==> config.mk <==
export PLATFORM = sky130hd
export DESIGN_NAME = pipe_skid_reg
export DESIGN_NICKNAME = d
export VERILOG_FILES = /design/src/rtl/pipe_pkg.sv /design/src/rtl/pipe_skid_reg.sv
export SDC_FILE = /design/constraint.sdc
export NUM_CORES = 1
export LEC_CHECK = 0
export BUFFER_PORTS_ARGS = -buffer_cell sky130_fd_sc_hd__buf_2
export CORE_MARGIN = 4
export CORE_UTILIZATION = 40
export DETAILED_ROUTE_END_ITERATION = 10
export GPL_TIMING_DRIVEN = 0
export PLACE_DENSITY_LB_ADDON = 0.15
export SETUP_SLACK_MARGIN = 0.15
export SLEW_MARGIN = 40
export SYNTH_ARGS = -nofsm -noshare
export SYNTH_HDL_FRONTEND = slang
export SYNTH_SLANG_ARGS = --single-unit
==> constraint.sdc <==
create_clock -name clk -period 1.8 [get_ports clk]
set_input_delay 0.27 -clock clk [delete_from_list [all_inputs] [get_ports clk]]
set_output_delay 0.27 -clock clk [all_outputs]
set_load 0.1 [all_outputs]
==> src/rtl/pipe_pkg.sv <==
// pipe_pkg: shared state encoding and widths for the skid pipeline stage
package pipe_pkg;
   typedef enum logic [1:0] {EMPTY, BUSY, FULL} pipe_state_t;
   localparam int PIPE_CNT_W = 2;
endpackage

==> src/rtl/pipe_skid_reg.sv <==
// pipe_skid_reg: two-entry valid/ready register stage whose handshake outputs come only from the state flop
module pipe_skid_reg
   import pipe_pkg::*;
#(
   parameter int WIDTH = 4
) (
   input  logic                  clk,
   input  logic                  rst,
   input  logic                  flush,
   input  logic                  in_valid,
   output logic                  in_ready,
   input  logic [WIDTH-1:0]      in_data,
   output logic                  out_valid,
   input  logic                  out_ready,
   output logic [WIDTH-1:0]      out_data,
   output logic [PIPE_CNT_W-1:0] count
);
   pipe_state_t      state_q, state_d;
   logic [WIDTH-1:0] main_q, main_d, skid_q, skid_d;
   logic             in_fire, out_fire;
   assign out_valid = state_q != EMPTY;
   assign in_ready  = state_q != FULL;
   assign out_data  = main_q;
   assign count     = state_q == FULL ? 2'd2 : state_q == BUSY ? 2'd1 : 2'd0;
   assign in_fire   = in_valid & in_ready;
   assign out_fire  = out_valid & out_ready;
   // next state: flush squashes to EMPTY, otherwise advance on the handshakes
   always_comb begin
      state_d = state_q;
      main_d  = main_q;
      skid_d  = skid_q;
      if (flush) begin
         state_d = EMPTY;
      end else begin
         case (state_q)
            EMPTY: begin
               state_d = in_fire ? BUSY : EMPTY;
               main_d  = in_fire ? in_data : main_q;
            end
            BUSY: begin
               state_d = in_fire && !out_fire ? FULL : !in_fire && out_fire ? EMPTY : BUSY;
               main_d  = in_fire && out_fire ? in_data : main_q;
               skid_d  = in_fire && !out_fire ? in_data : skid_q;
            end
            FULL: begin
               state_d = out_fire ? BUSY : FULL;
               main_d  = out_fire ? skid_q : main_q;
            end
            default: state_d = EMPTY;
         endcase
      end
   end
   // state and data flops, cleared immediately by reset
   always_ff @(posedge clk or posedge rst) begin
      if (rst) begin
         state_q <= EMPTY;
         main_q  <= '0;
         skid_q  <= '0;
      end else begin
         state_q <= state_d;
         main_q  <= main_d;
         skid_q  <= skid_d;
      end
   end
endmodule

=== Word level (Yosys, flattened, before mapping) ===
Index checks and enable logic that the tools add are counted.

* Register bits after elaboration: 10
* Bits of input ports: 9
* Output and inout port bits: 8
* Logic and storage cells: 34

* Eq/ne operators: 6
* Multiplexer cells: 12
* Bitwise operators: 3
* Reduce and logical (&&, ||, !) cells: 10

{| class="wikitable"
|+ Operators with widths
! cell !! count
|-
| $mux W4 || 3
|-
| $pmux W4 S3 || 1
|-
| $mux W2 || 4
|-
| $ne A2 B2 Y1 const B || 3
|-
| $pmux W2 S3 || 1
|-
| $reduce_and A5 Y1 || 1
|-
| $logic_and A1 B1 Y1 || 3
|-
| $mux W1 || 3
|-
| $reduce_and A3 Y1 || 1
|-
| $reduce_bool A3 Y1 || 1
|-
| $and A1 B1 Y1 || 2
|-
| $eq A2 B1 Y1 const B || 1
|-
| $eq A2 B2 Y1 const B || 1
|-
| $logic_not A1 Y1 || 2
|-
| $logic_not A2 Y1 || 1
|-
| $ne A2 B1 Y1 const B || 1
|-
| $reduce_bool A2 Y1 || 1
|-
| $not A1 Y1 || 1
|}

=== Depth between registers and ports, before layout ===
* Depth after elaboration: 8
* Mapped depth: 4
* Depth with buffers taken out: 3

=== Worst setup path after synthesis ===
OpenSTA, ideal clock, no wires.

* Path type: register to output
* Start: register state_q[0]
* End: output count[0]
* Data arrival time: 1787 ps
* Required time: 1530 ps
* Path slack: -257 ps
* Stages on the path, launching flop included: 2
* Path buffers: 0
* Cells stage by stage: dfrtp_1 nor2b_1

* Longest elaborated chain between the ends: 3
* Elaborated cells on any way between the ends: 4
* Those cells by class: 2 x eq/ne; 2 x mux

{| class="wikitable"
|+ RTL lines
! element !! RTL line !! RTL
|-
| from (decl) || pipe_skid_reg.sv:18 || <nowiki>pipe_state_t state_q, state_d;</nowiki>
|-
| from (signal assigned) || pipe_skid_reg.sv:60 || <nowiki>state_q <= state_d;</nowiki>
|-
| $eq A2 B1 Y1 || pipe_skid_reg.sv:24 || <nowiki>assign count = state_q == FULL ? 2'd2 : state_q == BUSY ? 2'd1 : 2'd0;</nowiki>
|-
| $mux W1 || pipe_skid_reg.sv:24 ||
|-
| $mux W2 (*) || pipe_skid_reg.sv:24 ||
|-
| to (decl) || pipe_skid_reg.sv:16 || <nowiki>output logic [PIPE_CNT_W-1:0] count</nowiki>
|}

Mark *: on every way between the ends. The rest lies on a longest branch, timed or not.

=== Worst setup path in the final report ===
* Start: register state_q[0]
* End: output count[1]

* Longest elaborated chain between the ends: 2

{| class="wikitable"
|+ RTL lines
! element !! RTL line
|-
| $eq A2 B2 Y1 || pipe_skid_reg.sv:24
|-
| $mux W2 || pipe_skid_reg.sv:24
|}

No other way between the ends.

==> results.sh <==
export IMPL_max_freq_mhz=620.4
export IMPL_p_leak_nw=0.3643
export IMPL_utilization_pct=55.29
export IMPL_post_cts_buffers=0
export IMPL_syn_inst=41
export IMPL_drv_slew=0
export IMPL_hold_viol=0
export IMPL_first_global_vias=386
export IMPL_port_buffers=16
export IMPL_worst_pin_slew_ns=0.4888
export IMPL_core_sq_um=1301
export IMPL_drcViolationCount=0
export IMPL_arrival_ns=1.34
export IMPL_cts_buffers=3
export IMPL_syn_area_per_cell_sq_um=13.34
export IMPL_synth_cell_type_count=19
export IMPL_layout_setup_ws_ns=0.1881
export IMPL_htree_levels=1
export IMPL_final_cell_area_sq_um=719.4
export IMPL_rsz0062_at_grt="yes"
export IMPL_drive_gt1_share_pct=61.29
export IMPL_grt_pass1_wl_mm=1.621
export IMPL_power_per_cell_area_nw_per_um2=1164
export IMPL_nNetsFinal=72
export IMPL_cp_start_kind="register"
export IMPL_synth_cell_area_sq_um=546.8
export IMPL_period_minus_slack_ns=1.612
export IMPL_cts_tree="yes"
export IMPL_finalCritPeriodShare_pct=89.55
export IMPL_multi_input_area_sq_um=284.0
export IMPL_die_area_sq_um=2022
export IMPL_grt_ovfl_total=0
export IMPL_cts_buffer_depth=2
export IMPL_wl_per_cell_um=13.21
export IMPL_postRouteWirelength_mm=1.017
export IMPL_tns_ns=0
export IMPL_path_max_fanout=8
export IMPL_fin_cells=77
export IMPL_insertedDiodeCount=0
export IMPL_drv_cap=0
export IMPL_place_area_sq_um=655.6
export IMPL_dr_total_vias=386
export IMPL_cts_sinks=10
export IMPL_critical_path_endpoint_type="primary output"
export IMPL_synth_warnings=0
export IMPL_total_power_uw=837.4
export IMPL_regArea_sq_um=250.2
export IMPL_hold_path_class="in2reg"
export IMPL_start_util_pct=42.02
export IMPL_synth_seq_area_share_pct=45.77
export IMPL_ir_worst_vdd_uv=745.2
export IMPL_cts_root_buf="clkbuf_4"
export IMPL_first_pass_iters=2
export IMPL_path_class="reg2out"
export IMPL_grt_antenna_before_repair=0
export IMPL_place_gp_congestion=0.6296
export IMPL_clk_latency_ns=0.27
export IMPL_drt_iter0_drc=5
export IMPL_grt_usage_pct=11.31
export IMPL_row_count=13
export IMPL_dp_slack_ns=0.2960
export IMPL_cts_reportedPaths_clkPinSlew_ns=0.07
export IMPL_synth_seq_cells=10
export IMPL_crit_required_ns=1.53
export IMPL_fin_skew_ns=0.003481
export IMPL_die_x_um=44.97
export IMPL_synthToLayoutAreaGrowth_pct=31.58
export IMPL_place_hpwl_um=715.7
export IMPL_synthesis_nets=50
export IMPL_ant_nets=0
export IMPL_nFillCells=128
export IMPL_relSlewSlack_pct=67.64
export IMPL_outcome="finished clean"
export IMPL_die_y_um=44.97
export IMPL_ios=17
export IMPL_dpl_cell_count=72
export IMPL_holdWs_ns=0.2461
export IMPL_routed_via_density=5.013
export IMPL_setup_violations=0
export IMPL_grt_max_degree=11
power by group:
part           switching [mW]  internal (mW)
logic                   0.231         0.0985
registers              0.0278          0.272
clock network          0.0848          0.123
Yosys cell counts:
cell,instances,share of area (%)
inv_1,2,1.4
a21boi_0,1,1.4
a21oi_1,1,0.91
nor2_1,2,1.4
dfrtp_1,10,46
or2_2,1,1.1
nand4bb_1,1,2.1
nor2b_1,1,1.1
or3b_1,1,1.6
mux2i_1,1,1.8
mux2_4,8,22
o31a_4,1,3.2
mux2_2,4,8.2
buf_4,1,1.4
and2b_1,1,1.4
o21ba_2,1,1.8
nand2b_1,1,1.1
nand3_1,1,0.91
nand2_1,2,1.4
repair_timing:
action                     in CTS  in global routing
hold buffers                    1                  0
hold endpoints to repair       10                  0
resized for setup               2                  4
pin swaps                       0                  0
setup endpoints to repair       2                  4
worst max-delay path, stage by stage (launching register included):
cell and delay, ns:
dfrtp_1 0.46, nand2b_1 0.19, buf_6 0.15, clkinvlp_4 0.06, buf_6 0.21
flip-flops by register name, summed over array words and instances (netlist names):
name,count
skid_q,4
out_data,4
state_q,2
cell type report:
| class | instances | share of cell area, % |
|---|---|---|
| inverter | 2 | 1.565 |
| timing repair buffer | 17 | 14.96 |
| buffer | 1 | 1.565 |
| multi-input combinational | 28 | 39.48 |
| clock buffer | 4 | 5.043 |
| sequential | 10 | 34.78 |
| tap | 15 | 2.609 |
worst paths after layout:
path | start | endpoint | slack (ns) | depth (start not counted)
min in group asynchronous | rst | skid_q[1]$_DFFE_PP0P_ | 0.54 | 3
max in group asynchronous | rst | out_data[0]$_DFFE_PP0P_ | 0.99 | 3
min reg2reg | out_data[0]$_DFFE_PP0P_ | out_data[0]$_DFFE_PP0P_ | 0.51 | 1
min | in_data[2] | skid_q[2]$_DFFE_PP0P_ | 0.25 | 2
max reg2reg | state_q[0]$_DFF_PP0_ | out_data[3]$_DFFE_PP0P_ | 0.33 | 4
max | state_q[0]$_DFF_PP0_ | count[1] | 0.19 | 4
routing by layer:
metal | global-route usage (%) | part of all wire [%] | vias up
met4 | 5.263 | 1.4 | 0
met3 | 3.586 | 5.1 | 2
met2 | 18.93 | 47 | 10
li1 | - | - | 183
met5 | 0 | 0 | -
met1 | 13.00 | 46 | 191
cells in the final DEF (no fill, tap or decap), drive strengths merged, types with 2 or more instances in the layout:
cell,count
buf,15
clkbuf,6
dfrtp,10
mux2,12
nand2,2
nor2,2
kinds of logic after synthesis:
group	count (synthesis)	share of synthesized area (%)
flip-flops	10	45.77
multiplexers	13	32.04
buffers and inverters	3	2.747
AND/OR/NAND/NOR	11	12.13
AO/OA/AOI/OAI	4	7.323
Power figures use the tool's default switching activity.
